===== src/rtl/uart_rx_fifo_pkg.sv =====
// Shared UART constants: line timing, frame format and receive FIFO sizing.
// Imported by every file of the receive path.
package uart_rx_fifo_pkg;

    localparam int CLK_HZ       = 50_000_000;
    localparam int BAUD         = 115_200;
    localparam int CLKS_PER_BIT = CLK_HZ / BAUD;
    localparam int DATA_BITS    = 8;
    localparam int STOP_BITS    = 1;

    localparam int FIFO_DEPTH   = 16;
    localparam int FIFO_ADDR_W  = 4;

    typedef logic [DATA_BITS-1:0] byte_t;

endpackage


===== src/rtl/uart_rx_fifo_if.sv =====
// Byte stream between the UART receiver, the RX FIFO and its consumer.
// master = receiver/consumer side, slave = FIFO side.
interface uart_rx_fifo_if
    import uart_rx_fifo_pkg::*;
#(
    parameter int ADDR_W = FIFO_ADDR_W
) ();

    byte_t             wr_data;
    logic              wr_valid;
    logic              rd_en;
    logic              clear_ovf;
    byte_t             rd_data;
    logic              rd_valid;
    logic              empty;
    logic              full;
    logic [ADDR_W:0]   count;
    logic              overflow;

    modport master (
        output wr_data, wr_valid, rd_en, clear_ovf,
        input  rd_data, rd_valid, empty, full, count, overflow
    );

    modport slave (
        input  wr_data, wr_valid, rd_en, clear_ovf,
        output rd_data, rd_valid, empty, full, count, overflow
    );

endinterface


===== src/rtl/uart_fifo_mem.sv =====
// DEPTH x 8 storage array: synchronous write, combinational read.
// Deliberately unreset; valid data is tracked by the pointers and count.
module uart_fifo_mem
    import uart_rx_fifo_pkg::*;
#(
    parameter int DEPTH  = FIFO_DEPTH,
    parameter int ADDR_W = FIFO_ADDR_W
) (
    input  logic              clk,
    input  logic              we_i,
    input  logic [ADDR_W-1:0] waddr_i,
    input  byte_t             wdata_i,
    input  logic [ADDR_W-1:0] raddr_i,
    output byte_t             rdata_o
);

    byte_t mem_q [DEPTH];

    always_ff @(posedge clk) begin
        if (we_i) begin
            mem_q[waddr_i] <= wdata_i;
        end
    end

    assign rdata_o = mem_q[raddr_i];

endmodule


===== src/rtl/uart_rx_fifo.sv =====
// Receive FIFO between the UART receiver and its consumer.
// Owns pointers, occupancy count, sticky overflow and the registered read port.
module uart_rx_fifo
    import uart_rx_fifo_pkg::*;
#(
    parameter int DEPTH  = FIFO_DEPTH,
    parameter int ADDR_W = FIFO_ADDR_W
) (
    input  logic          clk,
    input  logic          rst,
    uart_rx_fifo_if.slave bus
);

    localparam int CNT_W = ADDR_W + 1;
    localparam logic [CNT_W-1:0] CNT_FULL = CNT_W'(DEPTH);

    logic [ADDR_W-1:0] wr_ptr_q, wr_ptr_d;
    logic [ADDR_W-1:0] rd_ptr_q, rd_ptr_d;
    logic [CNT_W-1:0]  count_q, count_d;
    logic              ovf_q, ovf_d;
    byte_t             rd_data_q, rd_data_d;
    logic              rd_valid_q;

    logic  empty, full;
    logic  rd_acc, wr_acc;
    byte_t mem_rdata;

    assign empty = (count_q == '0);
    assign full  = (count_q == CNT_FULL);

    // A read frees a slot in the same cycle, so a full FIFO may still accept.
    assign rd_acc = bus.rd_en & ~empty;
    assign wr_acc = bus.wr_valid & (~full | rd_acc);

    uart_fifo_mem #(
        .DEPTH  (DEPTH),
        .ADDR_W (ADDR_W)
    ) u_mem (
        .clk     (clk),
        .we_i    (wr_acc),
        .waddr_i (wr_ptr_q),
        .wdata_i (bus.wr_data),
        .raddr_i (rd_ptr_q),
        .rdata_o (mem_rdata)
    );

    always_comb begin
        wr_ptr_d  = wr_acc ? wr_ptr_q + ADDR_W'(1) : wr_ptr_q;
        rd_ptr_d  = rd_acc ? rd_ptr_q + ADDR_W'(1) : rd_ptr_q;
        rd_data_d = rd_acc ? mem_rdata : rd_data_q;
        count_d   = count_q;
        unique case ({wr_acc, rd_acc})
            2'b10:   count_d = count_q + CNT_W'(1);
            2'b01:   count_d = count_q - CNT_W'(1);
            default: count_d = count_q;
        endcase
        // Set beats clear when both happen together.
        ovf_d = ovf_q;
        if (bus.clear_ovf) ovf_d = 1'b0;
        if (bus.wr_valid && !wr_acc) ovf_d = 1'b1;
    end

    always_ff @(posedge clk or posedge rst) begin
        if (rst) begin
            wr_ptr_q   <= '0;
            rd_ptr_q   <= '0;
            count_q    <= '0;
            ovf_q      <= 1'b0;
            rd_data_q  <= 8'h00;
            rd_valid_q <= 1'b0;
        end else begin
            wr_ptr_q   <= wr_ptr_d;
            rd_ptr_q   <= rd_ptr_d;
            count_q    <= count_d;
            ovf_q      <= ovf_d;
            rd_data_q  <= rd_data_d;
            rd_valid_q <= rd_acc;
        end
    end

    assign bus.rd_data  = rd_data_q;
    assign bus.rd_valid = rd_valid_q;
    assign bus.empty    = empty;
    assign bus.full     = full;
    assign bus.count    = count_q;
    assign bus.overflow = ovf_q;

endmodule


===== src/flat_wrapper.sv =====
// flat-port wrapper written by rule: the top's interface ports become plain ports
module uart_rx_fifo_flat import uart_rx_fifo_pkg::*;
#(
    parameter int DEPTH  = FIFO_DEPTH,
    parameter int ADDR_W = FIFO_ADDR_W
)
  (clk, rst, bus_wr_data, bus_wr_valid, bus_rd_en, bus_clear_ovf, bus_rd_data, bus_rd_valid, bus_empty, bus_full, bus_count, bus_overflow);
  uart_rx_fifo_if #(.ADDR_W(ADDR_W)) bus_i ();
  input  logic clk;
  input  logic rst;
  input wire logic [$bits(bus_i.wr_data)-1:0] bus_wr_data;
  input wire logic [$bits(bus_i.wr_valid)-1:0] bus_wr_valid;
  input wire logic [$bits(bus_i.rd_en)-1:0] bus_rd_en;
  input wire logic [$bits(bus_i.clear_ovf)-1:0] bus_clear_ovf;
  output wire logic [$bits(bus_i.rd_data)-1:0] bus_rd_data;
  output wire logic [$bits(bus_i.rd_valid)-1:0] bus_rd_valid;
  output wire logic [$bits(bus_i.empty)-1:0] bus_empty;
  output wire logic [$bits(bus_i.full)-1:0] bus_full;
  output wire logic [$bits(bus_i.count)-1:0] bus_count;
  output wire logic [$bits(bus_i.overflow)-1:0] bus_overflow;
  assign bus_i.wr_data = bus_wr_data;
  assign bus_i.wr_valid = bus_wr_valid;
  assign bus_i.rd_en = bus_rd_en;
  assign bus_i.clear_ovf = bus_clear_ovf;
  assign bus_rd_data = bus_i.rd_data;
  assign bus_rd_valid = bus_i.rd_valid;
  assign bus_empty = bus_i.empty;
  assign bus_full = bus_i.full;
  assign bus_count = bus_i.count;
  assign bus_overflow = bus_i.overflow;
  uart_rx_fifo #(.DEPTH(DEPTH), .ADDR_W(ADDR_W)) u_core (.clk(clk), .rst(rst), .bus(bus_i));
endmodule

===== config.mk =====
export PLATFORM = sky130hd
export DESIGN_NAME = uart_rx_fifo_flat
export DESIGN_NICKNAME = d
export VERILOG_FILES = /design/src/rtl/uart_rx_fifo_pkg.sv /design/src/rtl/uart_rx_fifo_if.sv /design/src/rtl/uart_fifo_mem.sv /design/src/rtl/uart_rx_fifo.sv /design/src/flat_wrapper.sv
export SDC_FILE = /design/constraint.sdc
export NUM_CORES = 1
export LEC_CHECK = 0
export CAP_MARGIN = 10
export CELL_PAD_IN_SITES_DETAIL_PLACEMENT = 1
export CELL_PAD_IN_SITES_GLOBAL_PLACEMENT = 2
export CORE_MARGIN = 2
export CORE_UTILIZATION = 30
export DETAILED_ROUTE_END_ITERATION = 12
export HOLD_SLACK_MARGIN = 0.02
export PLACE_DENSITY_LB_ADDON = 0.1
export SLEW_MARGIN = 20
export SYNTH_ARGS = -nofsm -noshare
export SYNTH_HDL_FRONTEND = slang
export SYNTH_HIERARCHICAL = 1
export SYNTH_SLANG_ARGS = --single-unit

===== constraint.sdc =====
create_clock -name clk -period 8.2 [get_ports clk]
set_clock_uncertainty 0.15 [all_clocks]
set_input_delay 2.05 -clock clk [delete_from_list [all_inputs] [get_ports clk]]
set_output_delay 2.05 -clock clk [all_outputs]
set_load 0.005 [all_outputs]

# ---- Yosys cells after proc, flatten, opt, wreduce, memory -nomap -nowiden
# Memories as Yosys holds them, arrays and structs flattened. A register that Yosys moved wholly into a read port is not among the register bits.
# Index checks and enable logic that the tools add are counted.
dict set report totals {
  wordCells 28
  n_memories 1
  input_bits 13
  out_inout_bits 17
  reg_bits 15
  ram_bits 128
}
# name depth width rd rd_clocked_by_memory_dff wr line_no
set mem_list {}
lappend mem_list {u_core.u_mem.mem_q 16 8 1 1 1 uart_fifo_mem.sv:17} ;# byte_t mem_q [DEPTH];
dict set report op_classes {
  mux 5
  n_reduce_logical 5
  bitwise 5
  eq_ne 3
  add_sub_neg 4
}
# operator n
set ops {}
lappend ops {{case mux 5 bit (2 select lines)} 1}
lappend ops {{adder 4 x 1 -> 4 bit, second input constant} 2}
lappend ops {{adder 5 x 1 -> 5 bit, second input constant} 1}
lappend ops {{== test 5 bit, second input constant} 1}
lappend ops {{logical NOT 5 bit} 1}
lappend ops {{subtractor 5 x 1 -> 5 bit, second input constant} 1}
lappend ops {{2-to-1 mux 1 bit} 4}
lappend ops {{nonzero test 2 bit} 2}
lappend ops {{bitwise AND 1 bit} 2}
lappend ops {{== test 2 x 1 -> 1 bit, second input constant} 1}
lappend ops {{== test 2 bit, second input constant} 1}
lappend ops {{NOT 1 bit} 2}
lappend ops {{logical AND 1 bit} 1}
lappend ops {{logical NOT 1 bit} 1}
lappend ops {{OR 1 bit} 1}

# ---- Longest topological paths before layout
dict set report logic_depth {
  ltp_word 8
  depth_mapped 9
  mapped_depth_nobuf 8
}

# ---- Hierarchy
# Netlist, hierarchy kept.
# mod instances area_per_inst_um2 seq_area_each_um2 cells_each
set modules_own_cells {}
lappend modules_own_cells {uart_fifo_mem 1 4987.3 3843.7 221}
lappend modules_own_cells {uart_rx_fifo 1 1153.6 575.6 94}

# ---- Least setup slack after synthesis
# Ideal clock, no wire load.
dict set report synth_path {
  kind {input to register}
  start {input bus_rd_en}
  end {memory u_core/u_mem/mem_q[0][0] in the netlist's numbering (enable)}
  t_required_ps 7667
  path_slack_ps 4153
  arrival_ps 3514
  cell_stages 5
  cell_sequence {nor2b_1 -> a21bo_2 -> inv_2 -> or3b_2 -> nor3_1}
}
dict set report synth_between {
  elab_chain_cells 5
}
# element line_no
set synth_lines {}
lappend synth_lines {{from (decl)} flat_wrapper.sv:13} ;# input wire logic [$bits(bus_i.rd_en)-1:0] bus_rd_en;
lappend synth_lines {{bitwise AND 1 bit} uart_rx_fifo.sv:32} ;# assign rd_acc = bus.rd_en & ~empty;
lappend synth_lines {{OR 1 bit} uart_rx_fifo.sv:33} ;# assign wr_acc = bus.wr_valid & (~full | rd_acc);
lappend synth_lines {{bitwise AND 1 bit} uart_rx_fifo.sv:33}
lappend synth_lines {{net u_core.wr_acc} uart_rx_fifo.sv:25} ;# logic rd_acc, wr_acc;
lappend synth_lines {{2-to-1 mux 1 bit} uart_fifo_mem.sv:20} ;# if (we_i) begin
lappend synth_lines {{2-to-1 mux 1 bit (implied by the code)} uart_fifo_mem.sv:21} ;# mem_q[waddr_i] <= wdata_i;
lappend synth_lines {{to (decl)} uart_fifo_mem.sv:17}
# The timed path passes the listed nets, and every way through them passes these cells.

# ---- Worst setup path after layout
dict set report layout_path {
  start {register u_core.count_q[0] (netlist: u_core/bus.count[0])}
  end {output bus_full}
}
dict set report layout_between {
  elab_chain_cells 1
}
# element line_no
set layout_lines {}
lappend layout_lines {{from (decl)} uart_rx_fifo.sv:19} ;# logic [CNT_W-1:0] count_q, count_d;
lappend layout_lines {{from (signal assigned)} uart_rx_fifo.sv:74} ;# count_q <= count_d;
lappend layout_lines {{== test 5 bit} uart_rx_fifo.sv:29} ;# assign full = (count_q == CNT_FULL);
lappend layout_lines {{to (decl)} flat_wrapper.sv:18} ;# output wire logic [$bits(bus_i.full)-1:0] bus_full;
# No other way between the ends.

==> reports/results.tsv <==
stage	metric	value	unit
clock_tree	Root Buffer	clkbuf_16	
global_routing	vias in the first global route	3274	
global_routing	met3 GRT Util	2.73	%
job	max-cap violations	0	
global_routing	Most Crowded Layer GR	met2	
detailed_routing	routed length per instance	21.8	um
detailed_routing	post-route ant nets	0	
clock_tree	Clock Latency Late Sink	0.41	ns
timing	Final period util	54.1	%
final_layout	commonest non-fill, non-tap cell in the layout	edfxtp_1	
global_routing	GRT Resource Usage Total	13.9	%
clock_tree	total CTS buffers	17	
worst_hold_path	HP Class	reg -> reg	
global_routing	global route total overflow	0	
clock_tree	CTS tree	yes	
synthesis	Top FF cell, synth	edfxtp_1	
final_layout	share of cells above drive strength 1	16.7	%
die	row count	52	
critical_path	crit end category	primary output	
die	Initial Utilization	30.4	%
synthesis	number of flops mapped to enable cells by yosys	128	
timing	Max Fclk	225	MHz
synthesis	Synth area leader	edfxtp_1	
clock_tree	post-cts sizing count	0	
synthesis	Distinct cells, synth	45	
critical_path	r2r worst-path depth	8	
synthesis	Netlist Area Pre-Place	6140	um2
clock_tree	Hold Buf Count CTS	0	
critical_path	Setup crit start kind	flip-flop	
synthesis	FF+latch count, synth	151	
global_routing	first-pass GRT wire length	21300	um
timing	final setup vio count	0	
clock_tree	post-CTS setup buffers	0	
die	Die Ht	147	um
detailed_routing	1st-iter DRT viols	203	
status	status	finished, final reports clean	
critical_path	slowest library cell on the worst path	nor4_2	
place	RD Place Congestion	0.749	
critical_path	CP cell instances	nor4_2 > and2_1 > clkdlybuf4s50_1	
timing	final hold violations	0	
synthesis	area share of the largest cell type after synthesis	62.6	%
power	Static Leak	2.45	nW
timing	Final Max Slew Viols	0	
power	PD cells	355	nW/um2
critical_path	critical path class	reg -> out	
synthesis	synth top area cells	edfxtp_1 (63%), dfrtp_1 (9.4%), mux4_2 (6.6%)	
die	total die area	21600	um2
critical_path	Critical Path RT	6.00	ns
power	Max VDD drop	0.000157	V
synthesis	FFs w/ async S/R, synth	15.2	%
critical_path	Worst Path Arrival	2.24	ns
critical_path	WP depth	3	
critical_path	buffer and inverter count on the worst path	1	
timing	setup TNS	0	ns
clock_tree	# clock sinks	151	
worst_hold_path	hold path depth	1	
clock_tree	CTS clk-pin slew, worst paths	0.06	ns
global_routing	M2 GR Usage	23.0	%
synthesis	Synth Warn #	6	
final_layout	nets@finish	374	
die	placeable core area	20200	um2
clock_tree	CTS H-tree lvls	4	
critical_path	Max stage delay on crit path	0.64	ns
detailed_routing	Vias	3014	
die	IO Pins	30	
timing	Slew @ Worst Pin	1.06	ns
global_routing	M1 GR Usage	18.4	%
synthesis	Seq/Total Area, Yosys	72.0	%
detailed_routing	routed vias/inst	4.73	
synthesis	mean area per synthesized cell	19.5	um2
place	I/O Buffers	29	
final_layout	Post-Route Utilization	36.3	%
timing	fin crit period	4.44	ns
global_routing	initial antenna violation count	0	
final_layout	most frequent cells in the layout	edfxtp_1 (128), clkdlybuf4s50_1 (29), dfrtp_1 (21)	
timing	RSZ-0062 raised after global routing	no	
clock_tree	Clock Path Buffers	2	
synthesis	Synth Net Count	335	
critical_path	Max FO, Critical Path	6	
critical_path	family with the most delay on the worst path	simple AND/OR/NAND/NOR gates	
timing	Slew Limit Headroom	28.9	%
synthesis	Post-Synthesis Cells	315	
final_layout	P&R area growth vs syn	19.1	%
detailed_routing	First-pass DRT Iterations	4	
place	HPWL Detailed	9010	um
final_layout	number of fill cells	2002	
detailed_routing	Residual DRC	0	
global_routing	largest net degree at the start of global routing	36	
die	Die W	147	um
detailed_routing	wirelength, routed	13900	um
logic make-up (layout without fill, tap and decap cells):
| family | count (synthesis) | in the layout | synth area share, % |
|---|---|---|---|
| adders and majority gates | 7 | 7 | 1.55 |
| DFF | 151 | 151 | 72.0 |
| muxes | 44 | 44 | 14.8 |
| xor gates and xnor gates | 8 | 8 | 1.14 |
| other | 0 | 1 | 0 |
| AOI/OAI and AO/OA | 32 | 32 | 3.79 |
| buffers and inverters | 19 | 70 | 2.08 |
| and+or+nand+nor | 54 | 54 | 4.69 |
where the power goes:
part,internal [W],switching [W]
clock,0.000508,0.000299
combinational,0.000346,0.000341
sequential,0.000962,0.000138
total,0.00182,0.000779
stage by stage:
stage	hold WS (ns)	total power [W]	std cells	setup slack (ns)	instance area, um2
after floorplan	0.337	0.00154	315	4.15	6140
after global placement	0.342	0.00182	605	3.34	6700
after detailed placement	0.336	0.00182	605	3.21	6700
after CTS	0.350	0.00264	636	3.56	7300
after global routing	0.361	0.00274	636	3.64	7310
final	0.348	0.00259	637	3.76	7310
cell type report:
type | instances | area [um2] | share of cell area [%]
multi-input combinational | 145 | 1600 | 21.9
timing repair buffer | 33 | 320 | 4.38
sequential | 151 | 4420 | 60.5
clock buffer | 19 | 433 | 5.92
inverter | 6 | 22.5 | 0.308
clock inverter | 12 | 175 | 2.40
tap | 270 | 338 | 4.62
antenna | 1 | 2.50 | 0.0342
routing by layer:
layer	wire length [um]	up-vias	part of all wire, %
met1	6340	1596	46
met2	7040	39	51
met3	312	12	2.2
met4	172	0	1.2
li1	-	1367	-
met5	0	-	0
worst reg2reg max path: cells and delay by family (launching register included):
| kind | cells | cell delay (ns) |
|---|---|---|
| AO/OA/AOI/OAI | 3 | 0.79 |
| adder cells (fa/ha/maj) | 2 | 0.76 |
| buffers and inverters | 1 | 0.08 |
| flip-flops | 1 | 0.47 |
| AND/OR/NAND/NOR | 2 | 1.12 |
path summary, 6_finish.rpt:
check	slack [ns]	end	from
max in group asynchronous	5.28	u_core/rd_ptr_q[0]$_DFFE_PP0P_	rst
worst min-delay path	0.35	u_core/bus.rd_data[4]$_DFFE_PP0P_	u_core/bus.rd_data[4]$_DFFE_PP0P_
worst max-delay path	3.76	bus_full	u_core/bus.count[0]$_DFFE_PP0P_
worst min register to register	0.35	u_core/bus.rd_data[4]$_DFFE_PP0P_	u_core/bus.rd_data[4]$_DFFE_PP0P_
worst max register to register	4.70	u_core/bus.count[4]$_DFFE_PP0P_	u_core/bus.count[0]$_DFFE_PP0P_
min in group asynchronous	1.99	u_core/bus.rd_data[4]$_DFFE_PP0P_	rst
synthesized netlist by cell type (4+ instances only):
cell      number
nand2_1       11
a22oi_1       17
ha_1           6
buf_6          4
mux4_2        18
mux4_1        14
nor2_1        16
dfrtp_1       23
a21oi_1        4
xnor2_1        6
mux2_1        10
nor3_1         4
nand3_1        4
inv_1          4
edfxtp_1     128
registers in the layout, summed over array words and instances, names as in the netlist:
name                 flops
u_core/bus.count         5
u_core/bus.overflow      1
u_core/bus.rd_data       8
u_core/bus.rd_valid      1
u_core/rd_ptr_q          4
u_core/u_mem/mem_q     128
u_core/wr_ptr_q          4
Note: power is estimated with default switching activity, not from simulation.
